==> src/rtl/zynq_axil_pkg.sv <==
// Shared AXI4-Lite definitions for the Zynq GP0 CSR path: master FSM states,
// response codes and the fixed protection attribute.
package zynq_axil_pkg;

    typedef enum logic [2:0] {
        IDLE,
        WR_REQ,
        WR_RSP,
        RD_REQ,
        RD_RSP,
        RESP
    } axil_state_e;

    localparam logic [1:0] OKAY   = 2'b00;
    localparam logic [1:0] EXOKAY = 2'b01;
    localparam logic [1:0] SLVERR = 2'b10;
    localparam logic [1:0] DECERR = 2'b11;

    localparam logic [2:0] AXI_PROT = 3'b000;

endpackage

==> src/rtl/axil_cmd_master.sv <==
// Turns a valid/ready command stream into single AXI4-Lite master transactions
// (one outstanding at a time) and returns one response per command.
module axil_cmd_master
    import zynq_axil_pkg::*;
#(
    parameter int unsigned C_M_AXI_ADDR_WIDTH = 10,
    parameter int unsigned C_M_AXI_DATA_WIDTH = 32
) (
    input  logic                              aclk,
    input  logic                              aresetn,

    input  logic                              cmd_v_i,
    output logic                              cmd_ready_o,
    input  logic                              cmd_we_i,
    input  logic [C_M_AXI_ADDR_WIDTH-1:0]     cmd_addr_i,
    input  logic [C_M_AXI_DATA_WIDTH-1:0]     cmd_data_i,
    input  logic [C_M_AXI_DATA_WIDTH/8-1:0]   cmd_strb_i,

    output logic                              resp_v_o,
    input  logic                              resp_ready_i,
    output logic                              resp_we_o,
    output logic [C_M_AXI_DATA_WIDTH-1:0]     resp_data_o,
    output logic                              resp_err_o,

    output logic [C_M_AXI_ADDR_WIDTH-1:0]     m_axi_awaddr,
    output logic [2:0]                        m_axi_awprot,
    output logic                              m_axi_awvalid,
    input  logic                              m_axi_awready,

    output logic [C_M_AXI_DATA_WIDTH-1:0]     m_axi_wdata,
    output logic [C_M_AXI_DATA_WIDTH/8-1:0]   m_axi_wstrb,
    output logic                              m_axi_wvalid,
    input  logic                              m_axi_wready,

    input  logic [1:0]                        m_axi_bresp,
    input  logic                              m_axi_bvalid,
    output logic                              m_axi_bready,

    output logic [C_M_AXI_ADDR_WIDTH-1:0]     m_axi_araddr,
    output logic [2:0]                        m_axi_arprot,
    output logic                              m_axi_arvalid,
    input  logic                              m_axi_arready,

    input  logic [C_M_AXI_DATA_WIDTH-1:0]     m_axi_rdata,
    input  logic [1:0]                        m_axi_rresp,
    input  logic                              m_axi_rvalid,
    output logic                              m_axi_rready
);

    localparam int unsigned AW = C_M_AXI_ADDR_WIDTH;
    localparam int unsigned DW = C_M_AXI_DATA_WIDTH;
    localparam int unsigned SW = C_M_AXI_DATA_WIDTH / 8;

    axil_state_e   state_q,     state_d;

    logic [AW-1:0] addr_q,      addr_d;
    logic [DW-1:0] data_q,      data_d;
    logic [SW-1:0] strb_q,      strb_d;
    logic          we_q,        we_d;

    logic          awvalid_q,   awvalid_d;
    logic          wvalid_q,    wvalid_d;
    logic          arvalid_q,   arvalid_d;
    logic          bready_q,    bready_d;
    logic          rready_q,    rready_d;
    logic          aw_done_q,   aw_done_d;
    logic          w_done_q,    w_done_d;

    logic          cmd_ready_q, cmd_ready_d;
    logic          resp_v_q,    resp_v_d;
    logic          resp_we_q,   resp_we_d;
    logic [DW-1:0] resp_data_q, resp_data_d;
    logic          resp_err_q,  resp_err_d;

    // Only bit 1 of a response code distinguishes error from success.
    logic          unused_resp_lsbs;
    assign unused_resp_lsbs = m_axi_bresp[0] ^ m_axi_rresp[0];

    always_comb begin
        state_d     = state_q;
        addr_d      = addr_q;
        data_d      = data_q;
        strb_d      = strb_q;
        we_d        = we_q;
        awvalid_d   = awvalid_q;
        wvalid_d    = wvalid_q;
        arvalid_d   = arvalid_q;
        bready_d    = bready_q;
        rready_d    = rready_q;
        aw_done_d   = aw_done_q;
        w_done_d    = w_done_q;
        cmd_ready_d = cmd_ready_q;
        resp_v_d    = resp_v_q;
        resp_we_d   = resp_we_q;
        resp_data_d = resp_data_q;
        resp_err_d  = resp_err_q;

        case (state_q)
            IDLE: begin
                if (cmd_v_i && cmd_ready_q) begin
                    addr_d      = cmd_addr_i;
                    data_d      = cmd_data_i;
                    strb_d      = cmd_strb_i;
                    we_d        = cmd_we_i;
                    cmd_ready_d = 1'b0;
                    if (cmd_we_i) begin
                        state_d   = WR_REQ;
                        awvalid_d = 1'b1;
                        wvalid_d  = 1'b1;
                        aw_done_d = 1'b0;
                        w_done_d  = 1'b0;
                    end else begin
                        state_d   = RD_REQ;
                        arvalid_d = 1'b1;
                    end
                end
            end

            // Address and data channels retire independently, in any order.
            WR_REQ: begin
                if (awvalid_q && m_axi_awready) begin
                    awvalid_d = 1'b0;
                    aw_done_d = 1'b1;
                end
                if (wvalid_q && m_axi_wready) begin
                    wvalid_d = 1'b0;
                    w_done_d = 1'b1;
                end
                if (aw_done_d && w_done_d) begin
                    state_d  = WR_RSP;
                    bready_d = 1'b1;
                end
            end

            WR_RSP: begin
                if (bready_q && m_axi_bvalid) begin
                    bready_d    = 1'b0;
                    resp_v_d    = 1'b1;
                    resp_we_d   = we_q;
                    resp_data_d = '0;
                    resp_err_d  = m_axi_bresp[1];
                    state_d     = RESP;
                end
            end

            RD_REQ: begin
                if (arvalid_q && m_axi_arready) begin
                    arvalid_d = 1'b0;
                    rready_d  = 1'b1;
                    state_d   = RD_RSP;
                end
            end

            RD_RSP: begin
                if (rready_q && m_axi_rvalid) begin
                    rready_d    = 1'b0;
                    resp_v_d    = 1'b1;
                    resp_we_d   = we_q;
                    resp_data_d = m_axi_rdata;
                    resp_err_d  = m_axi_rresp[1];
                    state_d     = RESP;
                end
            end

            // cmd_ready is re-armed through the flop, so resp_ready never reaches it combinationally.
            RESP: begin
                if (resp_ready_i) begin
                    resp_v_d    = 1'b0;
                    cmd_ready_d = 1'b1;
                    state_d     = IDLE;
                end
            end

            default: begin
                state_d     = IDLE;
                awvalid_d   = 1'b0;
                wvalid_d    = 1'b0;
                arvalid_d   = 1'b0;
                bready_d    = 1'b0;
                rready_d    = 1'b0;
                resp_v_d    = 1'b0;
                cmd_ready_d = 1'b1;
            end
        endcase
    end

    always_ff @(posedge aclk or negedge aresetn) begin
        if (!aresetn) begin
            state_q     <= IDLE;
            addr_q      <= '0;
            data_q      <= '0;
            strb_q      <= '0;
            we_q        <= 1'b0;
            awvalid_q   <= 1'b0;
            wvalid_q    <= 1'b0;
            arvalid_q   <= 1'b0;
            bready_q    <= 1'b0;
            rready_q    <= 1'b0;
            aw_done_q   <= 1'b0;
            w_done_q    <= 1'b0;
            cmd_ready_q <= 1'b1;
            resp_v_q    <= 1'b0;
            resp_we_q   <= 1'b0;
            resp_data_q <= '0;
            resp_err_q  <= 1'b0;
        end else begin
            state_q     <= state_d;
            addr_q      <= addr_d;
            data_q      <= data_d;
            strb_q      <= strb_d;
            we_q        <= we_d;
            awvalid_q   <= awvalid_d;
            wvalid_q    <= wvalid_d;
            arvalid_q   <= arvalid_d;
            bready_q    <= bready_d;
            rready_q    <= rready_d;
            aw_done_q   <= aw_done_d;
            w_done_q    <= w_done_d;
            cmd_ready_q <= cmd_ready_d;
            resp_v_q    <= resp_v_d;
            resp_we_q   <= resp_we_d;
            resp_data_q <= resp_data_d;
            resp_err_q  <= resp_err_d;
        end
    end

    assign cmd_ready_o   = cmd_ready_q;
    assign resp_v_o      = resp_v_q;
    assign resp_we_o     = resp_we_q;
    assign resp_data_o   = resp_data_q;
    assign resp_err_o    = resp_err_q;

    assign m_axi_awaddr  = addr_q;
    assign m_axi_awprot  = AXI_PROT;
    assign m_axi_awvalid = awvalid_q;
    assign m_axi_wdata   = data_q;
    assign m_axi_wstrb   = strb_q;
    assign m_axi_wvalid  = wvalid_q;
    assign m_axi_bready  = bready_q;
    assign m_axi_araddr  = addr_q;
    assign m_axi_arprot  = AXI_PROT;
    assign m_axi_arvalid = arvalid_q;
    assign m_axi_rready  = rready_q;

    a_aw_hold: assert property (@(posedge aclk) disable iff (!aresetn)
        m_axi_awvalid && !m_axi_awready |=> m_axi_awvalid && $stable(m_axi_awaddr));
    a_w_hold: assert property (@(posedge aclk) disable iff (!aresetn)
        m_axi_wvalid && !m_axi_wready |=> m_axi_wvalid && $stable(m_axi_wdata) && $stable(m_axi_wstrb));
    a_ar_hold: assert property (@(posedge aclk) disable iff (!aresetn)
        m_axi_arvalid && !m_axi_arready |=> m_axi_arvalid && $stable(m_axi_araddr));
    a_no_stray_b: assert property (@(posedge aclk) disable iff (!aresetn)
        m_axi_bvalid |-> state_q == WR_RSP);
    a_no_stray_r: assert property (@(posedge aclk) disable iff (!aresetn)
        m_axi_rvalid |-> state_q == RD_RSP);

endmodule

==> config.mk <==
export PLATFORM = sky130hd
export DESIGN_NAME = axil_cmd_master
export DESIGN_NICKNAME = d
export VERILOG_FILES = /design/src/rtl/zynq_axil_pkg.sv /design/src/rtl/axil_cmd_master.sv
export SDC_FILE = /design/constraint.sdc
export NUM_CORES = 1
export LEC_CHECK = 0
export BUFFER_PORTS_ARGS = -buffer_cell sky130_fd_sc_hd__buf_2
export CORE_UTILIZATION = 42
export CTS_CLUSTER_DIAMETER = 120
export DETAILED_ROUTE_END_ITERATION = 12
export GPL_TIMING_DRIVEN = 0
export MAX_ROUTING_LAYER = met4
export PLACE_DENSITY = 0.76
export SLEW_MARGIN = 10
export SYNTH_ARGS = -nofsm -noshare
export SYNTH_HDL_FRONTEND = slang
export SYNTH_SLANG_ARGS = --single-unit
==> constraint.sdc <==
create_clock -name aclk -period 1.6 [get_ports aclk]
set_input_delay 0.08 -clock aclk [delete_from_list [all_inputs] [get_ports aclk]]
set_output_delay 0.08 -clock aclk [all_outputs]
set_load 0.01 [all_outputs]
==> results of run 1 <==
==> Yosys cell counts, types with 4 or more instances <==
library cell / number
inv_1: 35
nor2_1: 5
buf_4: 20
clkbuf_1: 6
dfrtp_1: 92
mux2i_1: 33
a21oi_1: 11
a31oi_1: 4
nand2_1: 180
buf_2: 10
==> metrics by stage <==
step	utilization	setup slack [ns]	TNS (ns)	hold slack, ns
floorplan	-	0.005587	0	-0.2156
global placement	0.5469	-0.4393	-47.82	0.2705
finish	0.7235	-0.07314	-2.030	0.02160
global route	0.7235	-0.1273	-7.006	0.05702
detailed placement	0.5492	-0.2804	-10.90	0.1777
CTS	0.6669	-0.02364	-0.1254	0.003809
==> cell type report <==
type,count,area (um^2)
well taps,133,166.4
plain buffers,38,385.4
multi-input cells,286,1784
clock inverters,3,21.27
flip-flops and latches,93,2330
clock buffers,13,148.9
inverters,36,138.9
fillers,680,2703
repair buffers,294,2097
==> path summary, 6_finish.rpt <==
path                       depth (start not counted)  slack (ns)         endpoint
setup / recovery                                   8       -0.07             we_q
hold / removal                                     4        0.02    m_axi_arvalid
setup reg to reg                                   8       -0.07             we_q
hold reg to reg                                    2        0.47  m_axi_wdata[17]
max in group asynchronous                          3        0.59   resp_data_o[9]
min in group asynchronous                          2        0.34  m_axi_wdata[29]
==> what timing repair did <==
item / in CTS / in global routing
setup buffers: 12 / 9
resized for setup: 28 / 97
cloned: 0 / 7
endpoints found under the hold margin: 131 / 0
pin swaps: 6 / 46
hold buffers: 80 / 0
setup endpoints to repair: 80 / 90
==> worst min-delay path, delay by kind of cell <==
family	cells	cell delay, ns
buf+inv	1	0.09
simple gates	2	0.12
compound gates	1	0.06
==> cells by family after synthesis <==
family | after synthesis | share of synthesized area
other cells | 1 | 0.0008878
simple gates | 204 | 0.2011
flops | 93 | 0.5512
compound gates | 36 | 0.05776
buf+inv | 75 | 0.09271
fa+ha+maj | 2 | 0.005923
xor+xnor | 2 | 0.004148
mux | 36 | 0.08620
==> where the power goes <==
part / internal [mW] / total [mW] / switching (mW)
logic: 3.44 / 7.08 / 3.64
clock network: 0.612 / 1.45 / 0.838
registers: 3.40 / 4.08 / 0.671
total: 7.46 / 12.6 / 5.15
==> sequential cells by signal, indices dropped and copies added, names as in the netlist <==
name / flops
aw_done_q: 1
cmd_ready_o: 1
m_axi_araddr: 10
m_axi_arvalid: 1
m_axi_awvalid: 1
m_axi_bready: 1
m_axi_rready: 1
m_axi_wdata: 32
m_axi_wstrb: 4
m_axi_wvalid: 1
resp_data_o: 32
resp_err_o: 1
resp_v_o: 1
resp_we_o: 1
state_q: 3
w_done_q: 1
we_q: 1
==> routing by layer <==
metal / vias up / GRT usage / share of wire
met1: 2027 / 0.2732 / 0.40
met2: 158 / 0.4388 / 0.53
met3: 34 / 0.03010 / 0.043
met4: 0 / 0.1110 / 0.026
li1: 2015 / - / -
met5: - / - / 0
==> out/qor.txt, run 1 <==
Final Worst Setup Slack: -0.07314 ns
max-slew violations: 0
crit path DAT: 1.98 ns
H-tree levels: 3
Skew-Pair Late Insertion Delay: 0.36 ns
largest net degree at the start of global routing: 53
Fin Clk Skew: 0.01397 ns
Hold Path Origin: m_axi_arready
Pwr Density: 1783 nW/um^2
die width: 102.3 um
cell count after placement: 774
syn_area_per_cell: 9.408 um^2
Die Y-Extent: 102.3 um
Final nets: 852
vias in the first global route: 4100
IO buf count: 186
Tot Pwr: 12.61 mW
Post-synth ARST share: 1.000
leading post-synthesis cells by cell area: dfrtp_1 (55%), nand2_1 (16%), mux2i_1 (7.8%), buf_4 (3.6%), inv_1 (3.1%)
YS warnings: 0
sequential area share after synthesis: 0.5512
worst-path maximum fanout: 6
RSZ-0062 raised after global routing: yes
kind of critical path: flop to flop
reg2reg start: state_q[2]
DR vias/cell: 4.725
clock tree buffer depth: 2
Placer Congestion: 0.8724
Crit-path slowest cell: dfrtp_1
final hold vios: 0
Most common cell on crit path: buf_6
cts bufs inserted: 9
ys flop type: dfrtp_1
Synth cell types: 45
failing checks: setup timing
Max Fclk: 0.5977 GHz
most common cell after layout, fill and taps aside: buf_2
Post-synth EDFFs: 0
post-route clock period utilization: 1.046
Crit. End Element: flop
area grow syn2layout: 67.42%
CTS Sinks: 93
Hold WC Path Type: primary input to flop
GRT Util Overall: 0.2455
row cnt: 36
final non-filler cell area: 7072 um^2
Critical Path Start: state_q[2]
#FFs+latches synth: 93
die area: 10460 um^2
CP startpoint kind: flop
Max IR drop VDD: 954.4 uV
TritonRoute pass-1 iters: 4
clk slew on worst S/H paths: 0.09 ns
# setup viols final: 63
Post-Syn Area: 4224 um^2
Worst-Margin Slew: 0.6974 ns
Detail Placement HPWL: 7713 um
CP top delay family: simple AND/OR/NAND/NOR gates
Initial Utilization: 0.4322
status: finished, violations left
Placed Area: 5368 um^2
global-route wire length before repair: 19130 um
Worst EP required: 1.90 ns
Worst slew margin: 0.5350
detailed-route via count: 4234
Critical path buffers and inverters: 4
area leader, netlist: dfrtp_1
Overflow after GRT: 0
core area: 9774 um^2
drt drc: 0
CTS tree: built
delay of the slowest cell on the worst path: 0.42 ns
WL/cell: 15.38 um
clk root buf: clkbuf_8
top-area cell type share of the netlist area: 0.5450
Starting DRT DRC Count: 185
Leak Pwr: 3.889 nW
fin cells: 896
max cap viols: 0
post-route minimum period: 1.673 ns
final WL: 13780 um
antenna violations before repair: 0
commonest non-fill, non-tap cells in the layout: buf_2 (185), nand2_1 (143), dfrtp_1 (91)
Gate Count Post-Synth: 449
CP Cell Sequence: buf_6 > buf_6 > nor3_4 > and2b_2 > buf_6 > clkbuf_16 > nand2_2 > nand2_1
layout cell share with drive strength beyond 1: 0.4273
Antenna Cells: 0
number of top-level pins: 195
Final ANT Viol Nets: 0
No activity file was read; power rests on OpenSTA's default activity.
==> run 2: changes to the inputs <==
==> constraint.sdc (replaced) <==
create_clock -name aclk -period 1.6 [get_ports aclk]
set_input_delay 0.32 -clock aclk [delete_from_list [all_inputs] [get_ports aclk]]
set_output_delay 0.32 -clock aclk [all_outputs]
set_load 0.01 [all_outputs]
==> run 2 against run 1 <==
  * The flow finishes with violations (hold timing, setup timing)
  * Global-route usage shrank 3.6 points
  * Register-to-register slack gained 0.02 ns
  * First-iteration DRC count shrank 45%
  * Non-clock buffer count shrank 82
  * Critical endpoint is now resp_v_o
  * Highest routed layer unchanged
==> out/qor.txt, run 2 (synthesis gave the netlist of run 1 again) <==
status: finished, violations left
failing checks: hold timing, setup timing
Final nets: 770
Detail Placement HPWL: 7713 um
TritonRoute pass-1 iters: 4
antenna violations before repair: 0
largest net degree at the start of global routing: 53
met3 wire length: 484 um
H-tree levels: 3
Leak Pwr: 3.509 nW
GRT Util Overall: 0.2096
area grow syn2layout: 45.91%
CP top delay family: buffers and inverters
CP Cell Sequence: buf_6 > buf_8 > buf_4 > nor3b_2 > o21ai_0 > nand3b_1 > mux2_1
WL/cell: 13.89 um
Pwr Density: 1984 nW/um^2
number of top-level pins: 195
crit path DAT: 1.91 ns
Max Fclk: 0.6052 GHz
final WL: 11310 um
die width: 102.3 um
delay of the slowest cell on the worst path: 0.38 ns
commonest non-fill, non-tap cells in the layout: buf_2 (185), nand2_1 (168), dfrtp_1 (91)
core area: 9774 um^2
die area: 10460 um^2
layout cell share with drive strength beyond 1: 0.4435
Final ANT Viol Nets: 0
Die Y-Extent: 102.3 um
Worst slew margin: 0.5360
row cnt: 36
Fin Clk Skew: 0.01184 ns
Worst EP required: 1.85 ns
Max IR drop VDD: 875.0 uV
drt drc: 0
met1 WL: 4807 um
vias in the first global route: 3443
Crit. End Element: flop
Antenna Cells: 0
hold_ws: -0.008688 ns
DR vias/cell: 4.647
Starting DRT DRC Count: 101
cell count after placement: 774
max layer used: met4
Skew-Pair Late Insertion Delay: 0.36 ns
Overflow after GRT: 0
cts bufs inserted: 9
clock tree buffer depth: 2
kind of critical path: flop to flop
detailed-route via count: 3783
Hold-fix buffers, CTS: 0
final hold vios: 16
Hold WC Path Type: primary input to asynchronous set/reset pin
RSZ-0062 raised after global routing: yes
CTS tree: built
DR WL met2: 5707 um
max-slew violations: 0
worst-path maximum fanout: 6
Final Worst Setup Slack: -0.05237 ns
fin util: 0.6306
most common cell after layout, fill and taps aside: buf_2
Critical path buffers and inverters: 3
Worst-Margin Slew: 0.6960 ns
post-route minimum period: 1.652 ns
# setup viols final: 54
global-route wire length before repair: 16400 um
post-route clock period utilization: 1.033
CTS Sinks: 93
Initial Utilization: 0.4322
IO buf count: 186
CP startpoint kind: flop
clk root buf: clkbuf_8
max cap viols: 0
fin cells: 814
Placer Congestion: 0.8724
Crit-path slowest cell: dfrtp_1
clk slew on worst S/H paths: 0.09 ns
[run 2: cell count changes in the layout (fill, tap and decap cells not counted), sizes merged]
cell         before  now
clkbuf           24   23
buf             241  240
dlygate4sd3      80    0
[run 2: worst paths after layout]
check	from	to	slack, ns	cells after the start
max in group asynchronous	aresetn	resp_data_o[9]	0.94	2
worst min-delay path	aresetn	we_q	-0.009	1
worst max-delay path	state_q[1]	resp_v_o	-0.05	7
min in group aclk	cmd_strb_i[3]	m_axi_wstrb[3]	0.14	3
worst max register to register	state_q[1]	resp_v_o	-0.05	7
worst min register to register	m_axi_wdata[17]	m_axi_wdata[17]	0.47	2
[run 2: repair_timing]
action | CTS | global route
setup endpoints to repair | 80 | 90
buffers inserted | 12 | 8
gates resized for setup | 28 | 71
gates cloned | 0 | 6
pin swaps | 6 | 20
[run 2: per-stage QoR]
step	TNS (ns)	total power, mW	area (um^2)	hold WS (ns)	setup slack, ns
final	-1.355	12.23	6163	-0.008688	-0.05237
after global routing	-6.956	13.10	6163	0.03848	-0.1192
after CTS	-0.1254	11.58	5718	0.02196	-0.02364
after detailed placement	-10.90	9.639	5368	0.4177	-0.2804
after global placement	-70.09	9.395	5345	0.4556	-0.6793
after floorplan	0	7.669	4248	0.02441	0.005587
[run 2: layer usage]
| metal | GRT usage | up-vias |
|---|---|---|
| met4 | 0.09451 | 0 |
| li1 | - | 1852 |
| met2 | 0.3464 | 110 |
| met5 | - | - |
| met3 | 0.02873 | 24 |
| met1 | 0.2550 | 1797 |
[run 2: layout make-up]
type	instances	area, um^2
Tap cell	133	166.4
Clock inverter	3	21.27
Multi-Input combinational cell	286	1712
Fill cell	826	3611
Buffer	38	386.6
Inverter	36	138.9
Sequential cell	93	2330
Clock buffer	13	148.9
Timing Repair Buffer	212	1260
[run 2: where the power goes]
| part | internal, mW | switching, mW |
|---|---|---|
| clock network | 0.611 | 0.814 |
| registers | 3.40 | 0.620 |
| logic | 3.29 | 3.49 |
| total | 7.31 | 4.92 |
